[config.mk]
export PLATFORM = sky130hd
export DESIGN_NAME = muldiv_unit
export DESIGN_NICKNAME = d
export VERILOG_FILES = /design/src/rtl/mips_pkg.sv /design/src/rtl/muldiv_step.sv /design/src/rtl/muldiv_unit.sv
export SDC_FILE = /design/constraint.sdc
export NUM_CORES = 1
export LEC_CHECK = 0
export CAP_MARGIN = 20
export CORE_AREA = 2 2 204 206
export DETAILED_ROUTE_END_ITERATION = 10
export DIE_AREA = 0 0 206 208
export SLEW_MARGIN = 20
export SYNTH_ARGS = -nofsm -noshare
export SYNTH_HDL_FRONTEND = slang
export SYNTH_SLANG_ARGS = --single-unit
export TNS_END_PERCENT = 5
[constraint.sdc]
create_clock -name clock -period 20.9 [get_ports clock]
set_clock_uncertainty 0.2 [all_clocks]
set_input_delay 6.27 -clock clock [delete_from_list [all_inputs] [get_ports clock]]
set_output_delay 6.27 -clock clock [all_outputs]
set_load 0.01 [all_outputs]
[src/rtl/mips_pkg.sv]
// Shared MIPS datapath definitions: multiply/divide op codes and sequencer states.
package mips_pkg;

    localparam int MD_WIDTH = 32;

    typedef enum logic [1:0] {
        MD_MULT  = 2'b00,
        MD_MULTU = 2'b01,
        MD_DIV   = 2'b10,
        MD_DIVU  = 2'b11
    } md_op_e;

    typedef enum logic [1:0] {
        MD_IDLE = 2'b00,
        MD_CALC = 2'b01,
        MD_FIX  = 2'b10
    } md_state_e;

endpackage

[src/rtl/muldiv_step.sv]
// One radix-2 iteration of the multiply/divide datapath.
// Multiply: acc = {partial product, remaining multiplier bits}, shift-add to the right.
// Divide:   acc = {partial remainder, remaining dividend / quotient bits}, restoring
//           shift-subtract to the left.
module muldiv_step
    import mips_pkg::*;
#(
    parameter int WIDTH = MD_WIDTH
) (
    input  logic [2*WIDTH-1:0] acc,
    input  logic [WIDTH-1:0]   operand,
    input  logic               is_div,
    output logic [2*WIDTH-1:0] acc_next
);

    logic [WIDTH:0] sum;
    logic [WIDTH:0] rem_sh;
    logic [WIDTH:0] diff;

    // Both step variants are computed; is_div selects. The extra top bit of sum keeps the
    // carry of the add, the extra top bit of diff is the borrow of the trial subtract.
    always_comb begin
        sum    = {1'b0, acc[2*WIDTH-1:WIDTH]} +
                 (acc[0] ? {1'b0, operand} : {(WIDTH+1){1'b0}});
        rem_sh = acc[2*WIDTH-1:WIDTH-1];
        diff   = rem_sh - {1'b0, operand};
        if (is_div) begin
            if (!diff[WIDTH]) begin
                acc_next = {diff[WIDTH-1:0], acc[WIDTH-2:0], 1'b1};
            end else begin
                acc_next = {rem_sh[WIDTH-1:0], acc[WIDTH-2:0], 1'b0};
            end
        end else begin
            acc_next = {sum, acc[WIDTH-1:1]};
        end
    end

endmodule

[src/rtl/muldiv_unit.sv]
// Iterative multiply/divide unit with HI/LO registers (MULT, MULTU, DIV, DIVU, MTHI, MTLO).
//
//   state   | meaning
//   --------+-------------------------------------------------------------
//   MD_IDLE | waiting; start launches an op, otherwise mthi/mtlo write HI/LO
//   MD_CALC | one radix-2 step per clock, WIDTH steps in total
//   MD_FIX  | sign correction / divide-by-zero override, write HI/LO, pulse done
module muldiv_unit
    import mips_pkg::*;
#(
    parameter int WIDTH = MD_WIDTH,
    parameter int CNT_W = 5
) (
    input  logic             clock,
    input  logic             reset,
    input  logic             start,
    input  logic [1:0]       op,
    input  logic [WIDTH-1:0] rs_val,
    input  logic [WIDTH-1:0] rt_val,
    input  logic             mthi,
    input  logic             mtlo,
    input  logic [WIDTH-1:0] wdata,
    output logic [WIDTH-1:0] hi,
    output logic [WIDTH-1:0] lo,
    output logic             busy,
    output logic             done
);

    md_state_e          state;
    logic [CNT_W-1:0]   counter;
    logic [2*WIDTH-1:0] acc;
    logic [2*WIDTH-1:0] acc_next;
    logic [WIDTH-1:0]   operand_q;
    logic [WIDTH-1:0]   rs_raw_q;
    logic               is_div_q;
    logic               div_zero_q;
    logic               neg_res_q;
    logic               neg_rem_q;

    logic               is_signed;
    logic               is_div;
    logic               rs_neg;
    logic               rt_neg;
    logic [WIDTH-1:0]   rs_abs;
    logic [WIDTH-1:0]   rt_abs;
    logic [2*WIDTH-1:0] prod_fixed;
    logic [WIDTH-1:0]   quo_fixed;
    logic [WIDTH-1:0]   rem_fixed;

    // Operand conditioning at launch: magnitudes for signed ops, raw values for unsigned.
    // The magnitude of the most negative value is itself read as unsigned, which is what
    // makes DIV 0x80000000 / -1 wrap to 0x80000000.
    always_comb begin
        is_signed = (op == MD_MULT) || (op == MD_DIV);
        is_div    = (op == MD_DIV) || (op == MD_DIVU);
        rs_neg    = is_signed & rs_val[WIDTH-1];
        rt_neg    = is_signed & rt_val[WIDTH-1];
        rs_abs    = rs_neg ? -rs_val : rs_val;
        rt_abs    = rt_neg ? -rt_val : rt_val;
    end

    // Sign correction applied to the finished accumulator.
    always_comb begin
        prod_fixed = neg_res_q ? -acc : acc;
        quo_fixed  = neg_res_q ? -acc[WIDTH-1:0] : acc[WIDTH-1:0];
        rem_fixed  = neg_rem_q ? -acc[2*WIDTH-1:WIDTH] : acc[2*WIDTH-1:WIDTH];
    end

    muldiv_step #(.WIDTH(WIDTH)) u_step (
        .acc      (acc),
        .operand  (operand_q),
        .is_div   (is_div_q),
        .acc_next (acc_next)
    );

    // Sequencer, iteration datapath and HI/LO registers.
    always_ff @(posedge clock or posedge reset) begin
        if (reset) begin
            state      <= MD_IDLE;
            counter    <= '0;
            acc        <= '0;
            operand_q  <= '0;
            rs_raw_q   <= '0;
            is_div_q   <= 1'b0;
            div_zero_q <= 1'b0;
            neg_res_q  <= 1'b0;
            neg_rem_q  <= 1'b0;
            hi         <= '0;
            lo         <= '0;
            busy       <= 1'b0;
            done       <= 1'b0;
        end else begin
            done <= 1'b0;
            case (state)
                MD_IDLE: begin
                    if (start) begin
                        counter    <= '0;
                        rs_raw_q   <= rs_val;
                        is_div_q   <= is_div;
                        div_zero_q <= is_div && (rt_val == '0);
                        neg_res_q  <= rs_neg ^ rt_neg;
                        neg_rem_q  <= rs_neg;
                        operand_q  <= is_div ? rt_abs : rs_abs;
                        acc        <= {{WIDTH{1'b0}}, (is_div ? rs_abs : rt_abs)};
                        busy       <= 1'b1;
                        state      <= MD_CALC;
                    end else begin
                        if (mthi) hi <= wdata;
                        if (mtlo) lo <= wdata;
                    end
                end
                MD_CALC: begin
                    acc     <= acc_next;
                    counter <= counter + 1'b1;
                    if (counter == CNT_W'(WIDTH-1)) begin
                        state <= MD_FIX;
                    end
                end
                MD_FIX: begin
                    if (div_zero_q) begin
                        hi <= rs_raw_q;
                        lo <= '1;
                    end else if (is_div_q) begin
                        hi <= rem_fixed;
                        lo <= quo_fixed;
                    end else begin
                        hi <= prod_fixed[2*WIDTH-1:WIDTH];
                        lo <= prod_fixed[WIDTH-1:0];
                    end
                    counter <= '0;
                    busy    <= 1'b0;
                    done    <= 1'b1;
                    state   <= MD_IDLE;
                end
                default: begin
                    state <= MD_IDLE;
                    busy  <= 1'b0;
                end
            endcase
        end
    end

endmodule

==> results.md <==
## Critical path
- Critical Path End Type: flop
- type of the setup path with the least slack: in2reg
- type of element launching the critical path: input pin
- top fanout value on the critical path: 7
- number of cells on the worst reg-to-reg path: 13
- critical path arrival: 9420 ps
- Req. time, crit path: 21140 ps
- startpoint of the worst register-to-register path: acc[0]
- Worst Setup SP: rt_val[7]

## Global route
- number of antenna violations at the first check in global routing: 3
- largest net degree at the start of global routing: 94
- number of global-route vias before repair: 14820
- Total Routing Usage GR: 28.1%
- aggregate global routing overflow: 0
- first-pass GRT wire length: 91.8 mm

## Yosys
- number of flops mapped to enable cells by yosys: 0
- distinct cell type count of the synthesized netlist: 79
- area of the mapped netlist: 0.0161 mm2
- Post-Syn Instances: 1981
- Mapped Nets: 2156
- Mean Syn Cell Area: 8.11 um2
- dominant synthesized flop cell: dfrtp_1
- post-synthesis sequential element count: 205
- fraction of the yosys area taken by sequential cells: 31.9%
- share of synthesized registers carrying an async set or reset: 100%
- number of warnings printed during yosys synthesis: 0

## Timing
- fmax: 0.109 GHz
- worst hold slack across all endpoints: 269 ps
- Final setup viols: 0
- worst slew margin relative to its limit: 24.6%
- final hold vios: 0
- fin worst setup slack: 11720 ps
- fin crit share: 43.9%
- Sum Neg Setup Slack: 0 ps
- shortest period the worst path allows: 9180 ps
- transition time of the tightest slew-check pin: 1130 ps
- setup repair after global routing missed its margin: false
- Final Max Tran Viols: 0

## Power
- worst-case vdd ir drop: 0.0000973 V
- share of power burned in registers: 26.1%
- net load switching power: 1.57 mW
- switching part of the total power: 48.0%
- Int Pwr: 1.70 mW
- PwrDens: 172 mW/mm2
- static leakage: 7.90 nW
- total power of the final layout: 3.26 mW
- clock power share: 13.7%
- combinational cell fraction of total power: 60.2%

## Placement
- final RePlAce weighted congestion: 0.913
- Placed Instances: 2574
- HPWL Detailed: 47.2 mm
- count of port buffers added during placement: 168
- cell area reported after detailed placement: 0.0181 mm2
- pre-CTS worst setup slack: 11200 ps

## Flow run
- Max-cap violations: 0

## Floorplan
- initial standard-cell utilization of the core: 39.6%
- Cell Rows: 74
- # IOs: 169
- vertical extent of the die: 208 um
- area enclosed by the die boundary: 0.0428 mm2
- core outline area: 0.0406 mm2
- x dimension of the die: 206 um

## Final layout
- most common cell after layout, fill and taps aside: o21ai_0
- fraction of layout instances using a drive strength above 1: 6.09%
- post-layout utilization of the core: 46.7%
- Area growth syn-to-layout: 18.0%
- cell area after layout: 0.0190 mm2
- commonest cells after routing, fill and taps aside: o21ai_0 (216), dfrtp_1 (204), nand2_1 (190), nor2_1 (187), a21oi_1 (173)
- number of cells in the finished layout apart from fillers: 2619
- nets@finish: 2243
- Filler Cells Inserted: 4022

## Routing
- Routed WL per cell: 23.4 um
- Routed WL: 61.3 mm
- Vias per Instance: 5.94
- Final ANT Viol Nets: 0
- drt first pass iters: 8
- drt first-iter violations: 1370
- detailed-route DRC error count: 0
- via count: 15568

## Clock network
- TritonCTS clock tree: yes
- number of H-tree levels: 1
- Worst-path clk slew: 60 ps
- hold-fix buffer count after cts: 0
- Worst-Skew Late Latency: 540 ps
- number of buffers inserted during clock tree synthesis: 24
- buffers inserted during post-CTS setup optimization: 0
- maximum count of clock buffers along a single path: 3
- total of cells resized after clock tree synthesis: 0
- sink count of the clock tree: 205
- Root Buffer: clkbuf_16

## Min path
- Min-Delay Path Depth: 2
- worst hold path type: reg2reg
- worst min-delay path startpoint: operand_q[27]

## Status
- result of the run: completed

==> critical path: stages <==
cell             delay [ps]
clkdlybuf4s50_1         480
or4_1                   610
or4_1                   500
nor3b_2                 480
nand2_1                 180
o41ai_1                 410
xnor2_1                 190
mux2i_1                  90
o21ai_0                 210
==> final timing paths <==
check	endpoint	slack (ps)
hold reg to reg	operand_q[27]	270
setup reg to reg	acc[60]	16150
setup / recovery	acc[28]	11720
hold / removal	operand_q[27]	270
min in group asynchronous	hi[20]	6070
max in group asynchronous	is_div_q	13120
==> cell type report <==
| cell class | count | area [um2] | area share, % |
|---|---|---|---|
| Antenna cell | 1 | 2.50 | 0.0132 |
| Clock buffer | 35 | 692 | 3.65 |
| Clock inverter | 9 | 136 | 0.719 |
| Inverter | 67 | 259 | 1.37 |
| Multi-Input combinational cell | 1581 | 10200 | 54.0 |
| Sequential cell | 205 | 5130 | 27.1 |
| Tap cell | 532 | 666 | 3.51 |
| Timing Repair Buffer | 189 | 1840 | 9.69 |
==> synth_stat cells (14+ instances only) <==
cell type / n / area share [%]
xor2_1: 69 / 3.8
nor3_1: 32 / 1.0
nor2_1: 188 / 4.4
nand2b_1: 17 / 0.66
a21o_1: 36 / 1.7
mux2_2: 34 / 2.4
o31ai_1: 29 / 1.4
a21oi_1: 173 / 5.4
a211oi_1: 18 / 0.84
nand2_1: 191 / 4.5
a31oi_1: 18 / 0.70
and3_1: 15 / 0.58
xnor2_1: 104 / 5.7
nand3_1: 23 / 0.72
o21a_1: 19 / 0.89
a22oi_1: 17 / 0.79
ha_1: 70 / 5.5
dfrtp_1: 205 / 32
inv_1: 64 / 1.5
o21ai_0: 217 / 6.8
clkbuf_1: 111 / 2.6
o22ai_1: 27 / 1.1
or3_1: 20 / 0.78
mux2i_1: 55 / 3.4
nor2b_1: 14 / 0.55
==> power groups by stage <==
stage	Combinational [mW]	Clock [mW]	Sequential, mW
2_1_floorplan	1.38	0	0.751
3_3_place_gp	1.92	0	0.843
3_5_place_dp	1.94	0	0.849
4_1_cts	1.95	0.453	0.841
5_1_grt	2.16	0.470	0.871
6_report	1.96	0.447	0.851
==> kinds of logic after synthesis <==
| family | after synthesis | synth area share [%] |
|---|---|---|
| xor+xnor | 173 | 9.43 |
| simple gates | 569 | 16.4 |
| flops | 205 | 31.9 |
| compound gates | 678 | 26.1 |
| mux | 89 | 5.81 |
| fa+ha+maj | 72 | 5.70 |
| buf+inv | 195 | 4.69 |
==> state kept, by name (all words and copies together) (netlist names) <==
name and flops:
busy 1, counter 5, state 2, neg_res_q 1, hi 32, rs_raw_q 32, is_div_q 1, lo 32
div_zero_q 1, acc 64, neg_rem_q 1, done 1, operand_q 32
==> layer usage <==
metal	part of all wire [%]	global-route usage, %	vias up	routed length (um)
met5	0.018	0	-	11
met4	5.0	12.4	2	3050
met3	7.1	3.57	110	4380
met2	44	43.4	648	26900
met1	44	39.1	7456	26900
li1	-	-	7352	-
Power figures use the tool's default switching activity.
